$ cat config.mk
export PLATFORM = sky130hd
export DESIGN_NAME = bcd_multi_counter_ssd
export DESIGN_NICKNAME = d
export VERILOG_FILES = /design/src/rtl/bcd_multi_counter_ssd.sv
export SDC_FILE = /design/constraint.sdc
export NUM_CORES = 1
export LEC_CHECK = 0
export BUFFER_PORTS_ARGS = -buffer_cell sky130_fd_sc_hd__buf_4
export CAP_MARGIN = 5
export CORE_AREA = 2 2 99 101
export CTS_CLUSTER_DIAMETER = 80
export DETAILED_ROUTE_END_ITERATION = 16
export DIE_AREA = 0 0 101 103
export PLACE_DENSITY = 0.74
export SLEW_MARGIN = 10
export SYNTH_ARGS = -nofsm -noshare
export SYNTH_HDL_FRONTEND = slang
export SYNTH_SLANG_ARGS = --single-unit
export TNS_END_PERCENT = 5
$ cat constraint.sdc
create_clock -name clk -period 4.51 [get_ports clk]
set_input_delay 0.2255 -clock clk [delete_from_list [all_inputs] [get_ports clk]]
set_output_delay 0.2255 -clock clk [all_outputs]
set_load 0.01 [all_outputs]
$ cat src/rtl/bcd_multi_counter_ssd.sv
// ---------------------------------------------------------------------------
// bcd_multi_counter_ssd
//
// Multi-digit BCD up/down counter driving a time-multiplexed, active-low
// seven-segment display. The system clock is divided internally into a count
// tick (TICK_DIV cycles) and a digit-scan tick (SCAN_DIV cycles).
//
// Ports:
//   clk       system clock, all state changes on its rising edge
//   rst       synchronous reset, active-high
//   en        1 = tick divider runs and counter counts, 0 = both hold
//   up_dn     1 = count up, 0 = count down (sampled in the tick cycle)
//   load      synchronous parallel load strobe (works regardless of en)
//   load_val  BCD load value, digit 0 in bits [3:0]
//   count     current BCD value, digit 0 least significant
//   wrap      one-cycle pulse coincident with the wrapped count value
//   position  active-low digit select, exactly one bit low
//   pattern   active-low segments {a,b,c,d,e,f,g,dp}
// ---------------------------------------------------------------------------
module bcd_multi_counter_ssd #(
    parameter int DIGITS   = 4,
    parameter int TICK_DIV = 100000000,
    parameter int SCAN_DIV = 100000,
    parameter int CNT_W    = 30
) (
    input  logic                  clk,
    input  logic                  rst,
    input  logic                  en,
    input  logic                  up_dn,
    input  logic                  load,
    input  logic [4*DIGITS-1:0]   load_val,
    output logic [4*DIGITS-1:0]   count,
    output logic                  wrap,
    output logic [DIGITS-1:0]     position,
    output logic [7:0]            pattern
);

    localparam int                IDX_W     = (DIGITS > 1) ? $clog2(DIGITS) : 1;
    localparam logic [CNT_W-1:0]  TICK_LAST = CNT_W'(TICK_DIV - 1);
    localparam logic [CNT_W-1:0]  SCAN_LAST = CNT_W'(SCAN_DIV - 1);
    localparam logic [IDX_W-1:0]  IDX_LAST  = IDX_W'(DIGITS - 1);

    logic [CNT_W-1:0]    tick_cnt;
    logic [CNT_W-1:0]    scan_cnt;
    logic [IDX_W-1:0]    scan_idx;
    logic                tick;

    logic [4*DIGITS-1:0] next_count;
    logic                next_wrap;
    logic                carry;
    logic [3:0]          digit;

    logic [3:0]          cur_digit;
    logic [DIGITS-1:0]   pos_next;
    logic [7:0]          glyph;

    assign tick = en && (tick_cnt == TICK_LAST);

    // Ripple increment/decrement across the digits. The carry (or borrow)
    // starts at 1 into digit 0 and only survives a digit sitting at its
    // boundary, so a carry out of the top digit means every digit wrapped.
    // Out-of-range digits (10..15) behave as 9 when they take part in a step;
    // digits above where the carry stops are left untouched.
    always_comb begin
        next_count = count;
        carry      = 1'b1;
        digit      = 4'd0;
        for (int i = 0; i < DIGITS; i++) begin
            digit = count[4*i +: 4];
            if (digit > 4'd9) begin
                digit = 4'd9;
            end
            if (carry) begin
                if (up_dn) begin
                    if (digit == 4'd9) begin
                        next_count[4*i +: 4] = 4'd0;
                    end else begin
                        next_count[4*i +: 4] = digit + 4'd1;
                        carry                = 1'b0;
                    end
                end else begin
                    if (digit == 4'd0) begin
                        next_count[4*i +: 4] = 4'd9;
                    end else begin
                        next_count[4*i +: 4] = digit - 4'd1;
                        carry                = 1'b0;
                    end
                end
            end
        end
        next_wrap = carry;
    end

    // Counter and tick divider. Load beats the tick and restarts the
    // divider, so a full TICK_DIV period follows every load.
    always_ff @(posedge clk) begin
        if (rst) begin
            count    <= '0;
            wrap     <= 1'b0;
            tick_cnt <= '0;
        end else if (load) begin
            count    <= load_val;
            wrap     <= 1'b0;
            tick_cnt <= '0;
        end else begin
            wrap <= 1'b0;
            if (en) begin
                if (tick) begin
                    tick_cnt <= '0;
                    count    <= next_count;
                    wrap     <= next_wrap;
                end else begin
                    tick_cnt <= tick_cnt + CNT_W'(1);
                end
            end
        end
    end

    // Scan divider free-runs independent of en so the display keeps
    // refreshing while the count is frozen.
    always_ff @(posedge clk) begin
        if (rst) begin
            scan_cnt <= '0;
            scan_idx <= '0;
        end else if (scan_cnt == SCAN_LAST) begin
            scan_cnt <= '0;
            scan_idx <= (scan_idx == IDX_LAST) ? '0 : scan_idx + IDX_W'(1);
        end else begin
            scan_cnt <= scan_cnt + CNT_W'(1);
        end
    end

    // Select the digit under the scan index and its active-low enable.
    always_comb begin
        cur_digit = 4'd0;
        pos_next  = '1;
        for (int i = 0; i < DIGITS; i++) begin
            if (scan_idx == IDX_W'(i)) begin
                cur_digit   = count[4*i +: 4];
                pos_next[i] = 1'b0;
            end
        end
    end

    // Active-low glyph table, decimal point always off; 10..15 are blank.
    always_comb begin
        case (cur_digit)
            4'd0:    glyph = 8'b0000_0011;
            4'd1:    glyph = 8'b1001_1111;
            4'd2:    glyph = 8'b0010_0101;
            4'd3:    glyph = 8'b0000_1101;
            4'd4:    glyph = 8'b1001_1001;
            4'd5:    glyph = 8'b0100_1001;
            4'd6:    glyph = 8'b0100_0001;
            4'd7:    glyph = 8'b0001_1111;
            4'd8:    glyph = 8'b0000_0001;
            4'd9:    glyph = 8'b0000_1001;
            default: glyph = 8'b1111_1111;
        endcase
    end

    // Display outputs are registered, so they trail count by one clock.
    always_ff @(posedge clk) begin
        if (rst) begin
            position <= ~DIGITS'(1);
            pattern  <= 8'b0000_0011;
        end else begin
            position <= pos_next;
            pattern  <= glyph;
        end
    end

endmodule

==> impl_metrics.toml, run 1 <==
[status]
status = "finished clean"

[logic_synthesis]
synthCells = 623
ys_types = 69
syn_area_um2 = 5020
synth_seq_cells = 90
synth.yosys.seq_area_share = 0.359
synthArstFlopShare = 0
synth_top_cell_by_area = "dfxtp_1"
yosys_most_used_dff = "dfxtp_1"
synth_nets = 656
synth_area_leaders = "dfxtp_1 36%, xnor2_1 7.2%, nor2_1 6.4%"
synth.avg_cell_area_um2 = 8.06
synth_edf_count = 0
ys_warn_count = 0
yosysTopAreaCellShare = 0.359

[route]
antenna_left = 0
routed_wl_um = 11700
wl_per_cell_um = 15.5
via_per_inst = 5.93
drtIter0Drc = 224
vias = 4503
drc = 0
drt_pass1_iterations = 5

[clock_network]
clkTransAtPathRegs_ps = 90
clock_latency_ps = 370
clock-sinks = 90
clk_path_buf_depth = 2
cts_root_buf = "clkbuf_8"
ctsHoldBuffers = 0
cts_resized = 0
cts_tree = "built"
cts_htree_levels = 3
post_cts_buffers = 0
cts_buffers = 9

[grt]
top_usage_layer = "met2"
grt_antenna_before_repair = 0
grt_start_max_net_pins = 35
grt_overflow_total = 0
grt_pass1_wl_um = 19200
grt_use_met1 = 0.289
use_met3 = 0.0386
grt_usage = 0.228
grt_pass1_vias = 4107
grt.met2_usage = 0.388

[floorplanning]
die_w_um = 101
coreArea_um2 = 9460
initial_core_util = 0.531
io_pins = 50
fp.dieH_um = 103
die_area_um2 = 10400
core.rowCount = 36

[place]
place_area_um2 = 5340
gp_congestion = 0.897
port_buffers = 48
dp_hpwl_um = 8270
dp_slack_ps = 1920

[setup_path]
critPathArrivalTime_ps = 2860
critPathKind = "register to register"
crit_slowest_cell = "a2111oi_4"
max_stage_delay_ps = 750
critPathCaptureType = "register"
rrSetupSlack_ps = 1910
cp-start-kind = "register"
cp_cell_sequence = "or4_4, nand4b_4, a2111oi_4, a2111oi_0, a221o_1"
worst-path-max-fanout = 14
cp.required_ps = 4770

[sta]
final_max_slew_viol_count = 0
setup_tns_ps = 0
fmax_mhz = 385
fin_crit_ps = 2600
whs_ps = 80.7
fin_crit_sh = 0.576
worstMarginPinSlew_ps = 799
setup_violations = 0
hold_viol = 0
skew_ps = 11.1
rsz0062_at_grt = "no"
max_slew_margin = 0.463
timing.final.ws_setup_ps = 1910

[final_layout]
syn_to_final_growth_pct = 10.3
design_area_um2 = 5540
mostFrequentLayoutCells = "90 x dfxtp_1, 86 x nor2_1, 48 x buf_4, 45 x nand2_1, 41 x xnor2_1"
diodes = 0
nets = 674
layout_commonest_cell = "dfxtp_1"
drive_gt1_frac = 0.126

[worst_hold_path]
hold_path.class = "primary input to register"

[power]
p_leak_nw = 1.91
p_total_w = 0.00158
ir_drop_mv = 0.126
power_density_nw_per_um2 = 286

[job]
drv_cap = 0
## power breakdown
group          total (W)  internal [W]  leakage [nW]  switching (W)
clock network   0.000574      0.000273         0.101       0.000300
logic           0.000169     0.0000761          1.08      0.0000930
registers       0.000840      0.000811         0.730      0.0000292
## per-layer routing
| layer | wire length [um] | vias to the layer above |
|---|---|---|
| li1 | - | 2229 |
| met2 | 5640 | 145 |
| met3 | 647 | 27 |
| met4 | 292 | 0 |
| met1 | 5150 | 2102 |
| met5 | 0 | - |
## critical path, delay by kind of cell, from the launching register on
kind	cells	cell delay (ps)
DFF	1	440
AOI/OAI and AO/OA	3	1280
and+or+nand+nor	2	770
## path summary, 6_finish.rpt
kind	startpoint	to	cells after the start
max	count[1]	count[15]	5
min	load_val[15]	count[15]	2
max reg2reg	count[1]	count[15]	5
min reg2reg	scan_cnt[0]	scan_cnt[0]	1
## registers in the layout, indices dropped and copies added, names as in the netlist
signal / cells
count: 16
pattern: 7
position: 4
scan_cnt: 30
scan_idx: 2
tick_cnt: 30
wrap: 1
## stage by stage
stage,cells,util
floorplan,623,-
global route,759,0.585
global placement,744,0.564
finish,759,0.585
CTS,759,0.585
detailed placement,744,0.564
## Yosys cell counts (4+ instances only)
| cell | count |
|---|---|
| buf_2 | 7 |
| mux2i_1 | 5 |
| nand2b_1 | 6 |
| o22ai_1 | 5 |
| nor3_1 | 22 |
| o211ai_1 | 6 |
| a21oi_1 | 28 |
| or2_2 | 4 |
| nor4_1 | 22 |
| xor2_1 | 18 |
| and3_1 | 5 |
| nand2_1 | 45 |
| nor2_1 | 86 |
| ha_1 | 12 |
| o21a_1 | 4 |
| a21o_1 | 4 |
| a31oi_1 | 4 |
| nand4_1 | 19 |
| and4b_1 | 4 |
| nor2b_1 | 5 |
| and4_1 | 8 |
| clkbuf_1 | 28 |
| a221oi_1 | 4 |
| inv_1 | 25 |
| or3_1 | 8 |
| xnor2_1 | 41 |
| and2_1 | 6 |
| nand3_1 | 32 |
| dfxtp_1 | 90 |
| o21ai_0 | 16 |
## area by class of cell
| cell class | instances | area (um2) |
|---|---|---|
| tap | 114 | 143 |
| sequential | 90 | 1800 |
| timing repair buffer | 48 | 360 |
| multi-input combinational | 466 | 2930 |
| fill | 862 | 3920 |
| inverter | 26 | 97.6 |
| clock buffer | 10 | 138 |
| clock inverter | 5 | 62.6 |
## cell families after synthesis
family,Yosys count,share of synthesized area
multiplexers,7,0.0145
buffers and inverters,67,0.0566
XOR/XNOR,59,0.103
adder cells (fa/ha/maj),12,0.0299
other,1,0.000747
AND/OR/NAND/NOR,288,0.298
AO/OA/AOI/OAI,99,0.139
flip-flops,90,0.359
No activity file was read; power rests on OpenSTA's default activity.
==> inputs of run 2 (changes only) <==
--- a/config.mk
+++ b/config.mk
@@ -7,11 +7,11 @@
 export LEC_CHECK = 0
 export BUFFER_PORTS_ARGS = -buffer_cell sky130_fd_sc_hd__buf_4
 export CAP_MARGIN = 5
-export CORE_AREA = 2 2 99 101
+export CORE_AREA = 2 2 100 102
 export CTS_CLUSTER_DIAMETER = 80
 export DETAILED_ROUTE_END_ITERATION = 16
-export DIE_AREA = 0 0 101 103
-export PLACE_DENSITY = 0.74
+export DIE_AREA = 0 0 102 104
+export PLACE_DENSITY = 0.75
 export SLEW_MARGIN = 10
 export SYNTH_ARGS = -nofsm -noshare
 export SYNTH_HDL_FRONTEND = slang
==> constraint.sdc (replaced) <==
create_clock -name clk -period 2.3 [get_ports clk]
set_input_delay 0.115 -clock clk [delete_from_list [all_inputs] [get_ports clk]]
set_output_delay 0.115 -clock clk [all_outputs]
set_load 0.01 [all_outputs]
==> run 2 against run 1 <==
Clock power increased by 120%. Worst hold slack got worse by 77 ps. Setup slack lost 1900 ps. Fmax grew 16%. Sequential power is 94% higher. Core utilization up 2.9 points. Total power rose by 110%. Cell area up 5.9%. Cell count is 6.2% higher. Critical path depth rose by 2. First-iteration DRC count grew 4.5%. Highest routed layer unchanged.
==> impl_metrics.toml, run 2 (same netlist as run 1, synthesis figures left out) <==
[route]
via_per_inst = 5.68
antenna_left = 0
drt_pass1_iterations = 4
drc = 0
drtIter0Drc = 234
wl_per_cell_um = 14.7
routed_wl_um = 11800
vias = 4580

[grt]
grt_antenna_before_repair = 0
grt_start_max_net_pins = 34
grt_pass1_vias = 4182
grt_overflow_total = 0
grt_pass1_wl_um = 19300
grt_usage = 0.225

[final_layout]
design_area_um2 = 5860
syn_to_final_growth_pct = 16.8
largestRegisters = "scan_cnt x30, tick_cnt x30, count x16"
diodes = 0
fin_cells = 806
layout_commonest_cell = "dfxtp_1"
fillers = 834
mostFrequentLayoutCells = "88 x dfxtp_1, 86 x nor2_1, 72 x buf_4, 45 x nand2_1, 41 x xnor2_1"
nets = 701
drive_gt1_frac = 0.172
fin_util = 0.614

[status]
status = "finished clean"

[power]
power_density_nw_per_um2 = 563
swShare = 0.247
seq_power_share = 0.493
clkPwrFrac = 0.390
ir_drop_mv = 0.305
p_total_w = 0.00330
p_leak_nw = 2.08
intPower_w = 0.00249
combPwrFrac = 0.117
p_sw_w = 0.000815

[clock_network]
cts_tree = "built"
clock_latency_ps = 370
cts_root_buf = "clkbuf_8"
clkTransAtPathRegs_ps = 90
clock-sinks = 90
cts_htree_levels = 3
cts_buffers = 9
clk_path_buf_depth = 2

[sta]
max_slew_margin = 0.643
setup_violations = 0
hold_viol = 0
rsz0062_at_grt = "yes"
worstMarginPinSlew_ps = 522
skew_ps = 10.9
fin_crit_sh = 0.974
fin_crit_ps = 2240
whs_ps = 3.74
final_max_slew_viol_count = 0
fmax_mhz = 446

[worst_hold_path]
min_from = "load_val[14]"
hold_path.class = "primary input to register"
hold_path_depth = 3
min_to = "count[14]"

[setup_path]
cp.required_ps = 2560
r2r.worst_path.cells = 7
critPathCaptureType = "register"
cp-start-kind = "register"
worst-path-max-fanout = 8
critPathArrivalTime_ps = 2500
critPathKind = "register to register"
regToRegEndpoint = "count[11]"
rrSetupSlack_ps = 60
r2r_start = "tick_cnt[0]"

[place]
placed_cells_incl_taps = 786
gp_congestion = 0.845
place_area_um2 = 5560
dp_hpwl_um = 8480
port_buffers = 48

[job]
drv_cap = 0

[floorplanning]
fp.dieH_um = 104
coreArea_um2 = 9550
io_pins = 50
die_w_um = 102
die_area_um2 = 10600
core.rowCount = 36
initial_core_util = 0.526
-- run 2: routing by layer --
| metal | up-vias | GRT usage | wire [um] |
|---|---|---|---|
| li1 | 2278 | - | - |
| met4 | 0 | 0.0743 | 196 |
| met5 | - | 0 | 0 |
| met3 | 17 | 0.0370 | 628 |
| met1 | 2166 | 0.290 | 5110 |
| met2 | 119 | 0.377 | 5890 |
-- run 2: worst max path at each step --
| stage | startpoint | end |
|---|---|---|
| after CTS | tick_cnt[0] | count[11] |
| final | tick_cnt[0] | count[11] |
| after global placement | scan_idx[0] | pattern[1] |
| after global routing | scan_cnt[0] | scan_cnt[26] |
| after floorplan | scan_idx[0] | pattern[4] |
| after detailed placement | scan_idx[1] | pattern[1] |
-- run 2: power groups by stage --
stage                     sequential (W)  combinational (W)  clock, W
after floorplan                  0.00166           0.000237         0
after global placement           0.00166           0.000372         0
after detailed placement         0.00166           0.000381         0
after CTS                        0.00163           0.000384   0.00131
after global routing             0.00163           0.000428   0.00138
final                            0.00163           0.000387   0.00129
-- run 2: layout make-up --
cell class	instances	area, um2	area share
clock buffer	10	128	0.0218
clock inverter	6	105	0.0179
inverter	26	97.6	0.0166
multi-input combinational	466	2970	0.507
sequential	90	1800	0.308
tap	133	166	0.0284
timing repair buffer	75	591	0.101
-- run 2: timing repair --
item                       in CTS  in global routing
hold buffers                    1                  0
resized for setup               1                  8
setup endpoints to repair       1                 15
setup buffers                   0                  3
hold endpoints to repair        1                  0
pin swaps                       0                  2
-- run 2: through the flow --
| step | setup TNS [ps] | worst slack (ps) |
|---|---|---|
| 6_report | 0 | 59.9 |
| 5_1_grt | -90.5 | -45.8 |
| 4_1_cts | 0 | 53.0 |
| 3_5_place_dp | -2.81 | -2.81 |
| 3_3_place_gp | 0 | 28.7 |
| 2_1_floorplan | 0 | 189 |
-- run 2: critical path, cell delays in order (launching register included) --
cell and delay (ps):
dfxtp_2 370, ha_2 220, nand3_1 130, or3_4 430, a2111oi_4 440, buf_4 240, mux2i_1 200, o22ai_1 90
